File: src/rtl/bkm_ctrl.sv
// BKM iteration sequencer and digit-selection unit feeding bkm_step.
// Define BKM_CTRL_ABORT_EN to add the abort input and aborted pulse output.
module bkm_ctrl #(
  parameter int W     = 8,
  parameter int LOG2W = 3,
  parameter int N     = 8,
  parameter int LOG2N = 3,
  parameter int THR   = 16
) (
  input  logic             clk,
  input  logic             srst,
  input  logic             enable,
  input  logic             start,
  input  logic             mode,
  input  logic [1:0]       format,
`ifdef BKM_CTRL_ABORT_EN
  input  logic             abort,
  output logic             aborted,
`endif
  input  logic [W-1:0]     u_n,
  input  logic [W-1:0]     v_n,
  output logic [LOG2N-1:0] n,
  output logic [3:0]       d_n,
  output logic             mode_o,
  output logic [1:0]       format_o,
  output logic             load,
  output logic             step_en,
  output logic             busy,
  output logic             done
);

  typedef enum logic [2:0] {S_IDLE, S_LOAD, S_SEL, S_STEP, S_DONE} state_t;

  // Compare width comes from LOG2W; W is expected to equal 2**LOG2W.
  localparam int XW = 1 << LOG2W;
  localparam logic signed [XW-1:0] THR_P  = XW'(THR);
  localparam logic signed [XW-1:0] THR_N  = -THR_P;
  localparam logic [LOG2N-1:0]     N_LAST = LOG2N'(N - 1);

  localparam logic [1:0] DIG_ZERO = 2'b00;
  localparam logic [1:0] DIG_POS  = 2'b01;
  localparam logic [1:0] DIG_NEG  = 2'b11;

  state_t state, state_nx;
  logic signed [XW-1:0] u_s, v_s;
  logic [1:0] d_re, d_im;
  logic abort_hit;

  assign u_s = u_n;
  assign v_s = v_n;

`ifdef BKM_CTRL_ABORT_EN
  assign abort_hit = abort && (state != S_IDLE);
`else
  assign abort_hit = 1'b0;
`endif

  function automatic logic [1:0] sel(input logic signed [XW-1:0] x);
    if (x >= THR_P)     sel = DIG_POS;
    else if (x < THR_N) sel = DIG_NEG;
    else                sel = DIG_ZERO;
  endfunction

  // Negating the digit rather than x keeps -2^(W-1) free of overflow.
  function automatic logic [1:0] neg(input logic [1:0] d);
    case (d)
      DIG_POS: neg = DIG_NEG;
      DIG_NEG: neg = DIG_POS;
      default: neg = DIG_ZERO;
    endcase
  endfunction

  always_comb begin
    d_re = sel(u_s);
    d_im = sel(v_s);
    if (mode_o) begin
      d_re = neg(d_re);
      d_im = neg(d_im);
    end
  end

  // NOTE: sequential state uses non-blocking (<=) so every register samples
  // pre-edge values regardless of process ordering.
  always_ff @(posedge clk) begin
    if (!srst)       state <= S_IDLE;
    else if (enable) state <= state_nx;
  end

  // NOTE: state_nx gets a default before the case so no path leaves it
  // unassigned, which would otherwise infer a latch.
  always_comb begin
    state_nx = state;
    case (state)
      S_IDLE: if (start) state_nx = S_LOAD;
      S_LOAD: state_nx = S_SEL;
      S_SEL:  state_nx = S_STEP;
      S_STEP: state_nx = (n == N_LAST) ? S_DONE : S_SEL;
      S_DONE: state_nx = S_IDLE;
      default: state_nx = S_IDLE;
    endcase
    if (abort_hit) state_nx = S_IDLE;
  end

  // Outputs decode from state alone, so a frozen state freezes them too.
  always_comb begin
    load    = (state == S_LOAD);
    step_en = (state == S_STEP);
    busy    = (state != S_IDLE);
    done    = (state == S_DONE);
  end

  always_ff @(posedge clk) begin
    if (!srst) begin
      n        <= '0;
      d_n      <= '0;
      mode_o   <= 1'b0;
      format_o <= 2'b00;
    end else if (enable) begin
      case (state)
        S_IDLE: if (start) begin
          n        <= '0;
          mode_o   <= mode;
          format_o <= format;
        end
        S_SEL:  d_n <= {d_re, d_im};
        S_STEP: if (n != N_LAST) n <= n + LOG2N'(1);
        default: ;
      endcase
      if (abort_hit) begin
        n   <= '0;
        d_n <= '0;
      end
    end
  end

`ifdef BKM_CTRL_ABORT_EN
  always_ff @(posedge clk) begin
    if (!srst)       aborted <= 1'b0;
    else if (enable) aborted <= abort_hit;
  end
`endif

endmodule

File: config.mk
export PLATFORM = sky130hd
export DESIGN_NAME = bkm_ctrl
export DESIGN_NICKNAME = d
export VERILOG_FILES = /design/src/rtl/bkm_ctrl.sv
export SDC_FILE = /design/constraint.sdc
export NUM_CORES = 1
export LEC_CHECK = 0
export ABC_AREA = 1
export BUFFER_PORTS_ARGS = -buffer_cell sky130_fd_sc_hd__buf_2
export CAP_MARGIN = 0
export CORE_MARGIN = 2
export CORE_UTILIZATION = 39
export CTS_CLUSTER_SIZE = 30
export DETAILED_ROUTE_END_ITERATION = 10
export MAX_ROUTING_LAYER = met4
export PLACE_DENSITY = 0.77
export SYNTH_ARGS = -nofsm -noshare
export SYNTH_HDL_FRONTEND = slang
export SYNTH_SLANG_ARGS = --single-unit
File: constraint.sdc
create_clock -name clk -period 1.2 [get_ports clk]
set_clock_uncertainty 0.1 [all_clocks]
set_input_delay 0.24 -clock clk [delete_from_list [all_inputs] [get_ports clk]]
set_output_delay 0.24 -clock clk [all_outputs]
set_load 0.03 [all_outputs]
==> results of run 1 <==
[critical path, stage by stage (launching register included)]
cell     delay, ns
dfxtp_4       0.37
buf_6         0.12
nor3_4        0.19
buf_6         0.15
[what timing repair did]
action                     CTS  global route
cloned                       0             0
hold buffers                 0             0
hold endpoints to repair     0             0
setup endpoints to repair   16            20
gates resized for setup     31            21
pin swaps                    5             6
buffers inserted             5             1
[synthesized netlist by cell type]
cell	count	area share, %
nor2_2	1	0.85
inv_2	1	0.51
a21oi_1	9	6.1
nand2_1	32	16
ha_1	2	3.4
nor3_1	2	1.4
inv_1	12	6.1
buf_2	1	0.68
o21ai_0	2	1.4
o21bai_2	1	1.5
nand3_1	6	4.1
a31oi_1	1	0.85
nand4_1	3	2.6
nand3_2	3	4.1
nor2_1	13	6.6
nand2_2	2	1.7
nor2_4	2	3.1
nand3b_1	1	1.0
dfxtp_1	13	35
o21ai_1	1	0.68
nand2_4	1	1.5
[area by class of cell]
type | instances | area (sq um)
Multi-Input combinational cell | 82 | 523.0
Fill cell | 127 | 483.0
Timing Repair Buffer | 46 | 346.6
Sequential cell | 13 | 281.5
Inverter | 13 | 53.80
Tap cell | 25 | 31.28
Clock buffer | 4 | 26.28
[per-stage QoR]
stage	instances	utilization [%]	area, sq um	hold WS [ns]
floorplan	109	-	785.8	0.2507
global placement	173	59.71	1042	0.3477
detailed placement	173	59.71	1042	0.3539
CTS	182	67.96	1186	0.08494
global route	183	72.33	1262	0.09493
finish	183	72.33	1262	0.08347
[routing by layer]
| metal | global-route usage, % | up-vias | part of all wire, % |
|---|---|---|---|
| met3 | 3.462 | 4 | 5.7 |
| met5 | - | - | 0 |
| li1 | - | 449 | - |
| met4 | 6.667 | 0 | 1.3 |
| met1 | 25.00 | 392 | 42 |
| met2 | 30.00 | 29 | 51 |
[kinds of logic (layout without fill, tap and decap cells)]
group	Yosys count	after routing
simple gates	66	66
compound gates	14	14
buf+inv	14	63
flops	13	13
fa+ha+maj	2	2
[flip-flops by register name, summed over array words and instances (netlist names)]
| register | count |
|---|---|
| state | 3 |
| format_o | 2 |
| d_n | 4 |
| mode_o | 1 |
| n | 3 |
[report_power, final]
group	leakage [uW]	switching [uW]	total, uW	internal [uW]
Clock	0.0000150	151	280	129
Sequential	0.000110	43.6	515	471
Combinational	0.000482	323	594	270
Total	0.000607	518	1390	871
[worst paths after layout]
| check | start | to | slack [ns] | cells after the start |
|---|---|---|---|---|
| setup / recovery | state[2] | load | -0.26 | 3 |
| hold / removal | mode | mode_o | 0.08 | 3 |
| setup reg to reg | n[1] | n[2] | -0.14 | 8 |
| hold reg to reg | format_o[0] | format_o[0] | 0.36 | 2 |
==> summary.md, run 1 <==
| Metric | Value |
|---|---|
| Status | `finished with violations` |
| Failing checks | `setup timing` |
| Sequential fraction of the synthesis area | `between 30% and 40%` |
| Vias in the first global route | `704` |
| Layout cells sized above 1 | `53.16%` |
| H-tree depth | `1` |
| Crit share post-route | `121.3%` |
| Total grt overflow | `0` |
| Clk sinks | `13` |
| Syn Inst Count | `approximately 110` |
| Peak VDD IR | `about 0.0010 V` |
| Synthesized area per cell | `6.738 sq um` |
| DR vias | `874` |
| FP Rows | `15` |
| Ys Warns | `0` |
| Crit start category | `flip-flop` |
| Setup slack at placement | `-0.1427 ns` |
| Clk slew on worst S/H paths | `approximately 0.080 ns` |
| First-pass DRT Iterations | `4` |
| GRT Total Usage | `19.31%` |
| Critical path data arrival time | `1.12 ns` |
| Gpl congestion | `between 0.7 and 0.8` |
| Max Freq | `687.3 MHz` |
| Slew headroom | `82.08%` |
| Mux share of post-synthesis cell area | `0%` |
| XOR/XNOR Fraction of Synth Area | `0%` |
| First-pass GRT wire length | `2918 microns` |
| Final count of hold timing violations | `0` |
| Adder-cell area share of the yosys netlist | `3.407%` |
| Commonest non-fill, non-tap cells in the layout | `30 x nand2_1, 19 x buf_2, 13 x buf_6, 13 x buf_4, 12 x nor2_1` |
| Core region area | `between 1500 and 2000 sq um` |
| Skew-Pair Late Insertion Delay | `0.28 ns` |
| Cell area after synthesis | `734.5 sq um` |
| Net count after synthesis | `roughly 130` |
| Die width | `47.40 microns` |
| Distinct cell type count after synthesis | `21` |
| Initial antenna violation count | `0` |
| Final ANT Viol Nets | `0` |
| I/O pins | `37` |
| CTS tree | `done` |
| Drt initial violations | `12` |
| Unrepaired setup endpoints after global routing | `yes` |
| Total Power | `1388 uW` |
| P_leak | `0.0006071 uW` |
| Die Span Y | `47.40 microns` |
| Most common cell after layout, fill and taps aside | `nand2_1` |
| # Max-Cap Violations | `0` |
| Remaining DRCs | `0` |
| Post-DP HPWL | `1411 microns` |
| Diode count | `0` |
| DR WL/cell | `11.46 microns` |
| Clock Tree Buf Depth | `2` |
| Final Setup Violations | `11` |
| Final nets | `184` |
| FF+latch count, synth | `13` |
| Setup TNS | `-1.492 ns` |
| Worst Path Max Fanout | `3` |
| Largest family of logic cells by synthesized area | `simple AND/OR/NAND/NOR gates` |
| Fin. max-slew vios | `0` |
| Compound-Gate Fraction of Synth Area | `10.56%` |
| Worst min-delay path class | `primary input to flip-flop` |
| Initial core utilization | `roughly 42%` |
| Crit path required time | `between 0.8 and 0.9 ns` |
| Die ar. | `2246 sq um` |
| Fin crit period | `approximately 1.5 ns` |
| Via/cell ratio | `4.776` |
| Root Buffer | `clkbuf_4` |
| Post-Route WL | `approximately 2100 microns` |
| PortBufs | `28` |
| Worst setup EP type | `output pin` |
| Worst setup path category | `flip-flop to output pin` |
| Post-Synth Simple-Gate Area | `43.27%` |
| CTS Buf Count | `3` |
| Area delta synth->final | `71.89%` |
| Slew @ Worst Pin | `roughly 0.27 ns` |
| Final setup margin | `-0.2551 ns` |
| Largest net degree at the start of global routing | `8` |
| PD cells | `1100 nW/um^2` |
No activity file was read; power rests on OpenSTA's default activity.
==> run 2: changes to the inputs <==
ABC_AREA = unset   (was 1)
CORE_UTILIZATION = 38   (was 39)
PLACE_DENSITY = 0.76   (was 0.77)
==> run 2 against run 1 <==
  * The flow still finishes with violations (setup timing)
  * Cell count is 15% lower
  * First-iteration DRC count is 58% lower
  * Routed wire length is 4.5% lower
  * Sequential share of layout area is 1.1 points higher
  * Via count is 8.5% lower
  * Total power is 31% lower
  * Core utilization is 1.1 points lower
==> summary.md, run 2 <==
| Metric | Value |
|---|---|
| Status | `finished with violations` |
| Failing checks | `setup timing` |
| Most common cell after layout, fill and taps aside | `buf_2` |
| Worst Setup SP | `state[0]` |
| Cell Chain, Critical Path | `buf_6, nor3b_2, buf_4` |
| Largest area contributor in the netlist | `dfxtp_1` |
| Cell with the most instances after synthesis | `dfxtp_1` |
| R2R Setup Slk | `-0.23 ns` |
| Peak VDD IR | `slightly below 0.0006 V` |
| Skew-Pair Late Insertion Delay | `0.27 ns` |
| Post-DP HPWL | `1462 microns` |
| Max Freq | `a little under 700 MHz` |
| Final ANT Viol Nets | `0` |
| Max reg flops | `4` |
| Initial core utilization | `around 40%` |
| Net count after synthesis | `107` |
| Critical path data arrival time | `1.11 ns` |
| GRT Total Usage | `22.01%` |
| # hold bufs at CTS | `0` |
| Slew @ Worst Pin | `0.3177 ns` |
| CTS tree | `done` |
| Largest net degree at the start of global routing | `12` |
| Area contributors post-synth | `dfxtp_1 38%, o21ai_0 5.8%, nand2_1 4.9%, mux2i_1 4.4%, a21oi_1 3.6%` |
| Root Buffer | `clkbuf_4` |
| Initial antenna violation count | `0` |
| CTS Buf Count | `3` |
| CP bufs+invs | `2` |
| Largest registers | `d_n (4), n (3), state (3)` |
| Clock Tree Buf Depth | `2` |
| Reg2Reg Capture Point | `n[0]` |
| Cell area after synthesis | `685.7 sq um` |
| Crit path required time | `around 0.86 ns` |
| Die ar. | `2160 sq um` |
| P_leak | `between 0.0005 and 0.0006 uW` |
| H-tree depth | `1` |
| Final nets | `156` |
| Reg-to-Reg Start | `state[1]` |
| Final count of hold timing violations | `0` |
| Die Span Y | `46.48 microns` |
| Synth cell count leaders | `13 x dfxtp_1, 9 x nand2_1, 8 x o21ai_0` |
| Die width | `46.48 microns` |
| FP Rows | `15` |
| Distinct cell type count after synthesis | `29` |
| Crit path depth | `3` |
| Clk slew on worst S/H paths | `~0.08 ns` |
| Worst setup endpoint | `done` |
| FF+latch count, synth | `13` |
| Unrepaired setup endpoints after global routing | `yes` |
| Share of Yosys cell area claimed by the top area cell type | `37.96%` |
| Ys async rst share | `0%` |
| Synthesized area per cell | `8.362 sq um` |
| DR vias | `800` |
| EDFF count, synth | `0` |
| Top FF cell, synth | `dfxtp_1` |
| Biggest register | `d_n` |
| Remaining DRCs | `0` |
| Gpl congestion | `0.7740` |
| Fin crit period | `1.450 ns` |
| Drt initial violations | `5` |
| PD cells | `788.4 nW/um^2` |
| Crit start category | `flip-flop` |
| CP top delay family | `flip-flops` |
| Worst setup path category | `flip-flop to output pin` |
| Fin. max-slew vios | `0` |
| Hold_ws | `~0.12 ns` |
| # Max-Cap Violations | `0` |
| Ys Warns | `0` |
| Syn Inst Count | `82` |
| Reg2Reg Depth | `4` |
| Sequential fraction of the synthesis area | `37.96%` |
| Setup TNS | `-2.045 ns` |
| Slowest stage delay, CP | `0.38 ns` |
| Hold depth | `3` |
| Total Power | `958.8 uW` |
| Core region area | `1708 sq um` |
| Post-Route WL | `approximately 2000 microns` |
| PortBufs | `28` |
| CP max stage cell | `dfxtp_4` |
| Layout cells sized above 1 | `about 58%` |
| DR WL/cell | `12.92 microns` |
| Via/cell ratio | `~5.2` |
| Worst setup EP type | `output pin` |
| First-pass GRT wire length | `3277 microns` |
| I/O pins | `37` |
| Final setup margin | `-0.2501 ns` |
| Slew headroom | `between 70% and 80%` |
| Commonest non-fill, non-tap cells in the layout | `19 x buf_2, 15 x buf_6, 12 x buf_4, 8 x nand2_1` |
| Worst Path Max Fanout | `6` |
| Diode count | `0` |
| Worst min-delay path class | `primary input to flip-flop` |
| Fill cell total of the finished layout | `121` |
| Vias in the first global route | `823` |
| Clk sinks | `13` |
| Total grt overflow | `0` |
| Area delta synth->final | `77.37%` |
| First-pass DRT Iterations | `4` |
| Final Setup Violations | `20` |
| Crit share post-route | `120.8%` |
-- run 2: layout make-up --
type | count | area, sq um | share of cell area [%]
clock buffer | 4 | 26.28 | 2.160
inverter | 4 | 15.01 | 1.235
multi-input combinational | 61 | 490.5 | 40.33
sequential | 13 | 284.0 | 23.35
tap | 25 | 31.28 | 2.572
timing repair buffer | 48 | 369.1 | 30.35
-- run 2: how the worst min path moves through the flow --
stage | startpoint | endpoint
final | format[1] | format_o[1]
after detailed placement | d_n[0] | d_n[0]
after global placement | d_n[2] | d_n[2]
after global routing | format[1] | format_o[1]
after CTS | format[1] | format_o[1]
after floorplan | format[0] | format_o[0]
-- run 2: cell families after synthesis --
logic type,Yosys count,synth area share (%)
AOI/OAI and AO/OA,21,17.88
adders and majority gates,2,3.649
buffers and inverters,8,4.925
DFF,13,37.96
muxes,3,4.380
and+or+nand+nor,35,31.20
-- run 2: stage by stage --
stage	setup slack [ns]	util [%]	area [sq um]	std cells
after floorplan	-0.1732	-	745.7	82
after global placement	-0.1636	58.83	1005	146
after detailed placement	-0.2117	58.83	1005	146
after CTS	-0.2452	69.30	1184	155
after global routing	-0.2990	71.21	1216	155
final	-0.2501	71.21	1216	155
-- run 2: routing by layer --
layer  routed length, microns  vias to the layer above  global-route usage [%]
met1                      851                      378                   24.11
met4                       25                        0                   9.714
li1                         -                      398                       -
met2                     1067                       22                   39.44
met5                        0                        -                       -
met3                       58                        2                   2.353
-- run 2: where the power goes --
group	total (uW)	switching [uW]	leakage [uW]	internal, uW
Clock	272	143	0.0000150	129
Combinational	237	119	0.000419	118
Sequential	450	15.5	0.000111	434
Total	959	278	0.000544	681
-- run 2: worst min-delay path, stage by stage --
cell and delay [ns]:
buf_2 0.09, nand4_1 0.06, a21oi_1 0.06
-- run 2: repair_timing --
| action | 4_1_cts | 5_1_grt |
|---|---|---|
| buffers inserted | 7 | 1 |
| setup endpoints to repair | 21 | 23 |
| endpoints found under the hold margin | 0 | 0 |
| cloned | 0 | 0 |
| pin swaps | 12 | 3 |
| resized for setup | 40 | 11 |
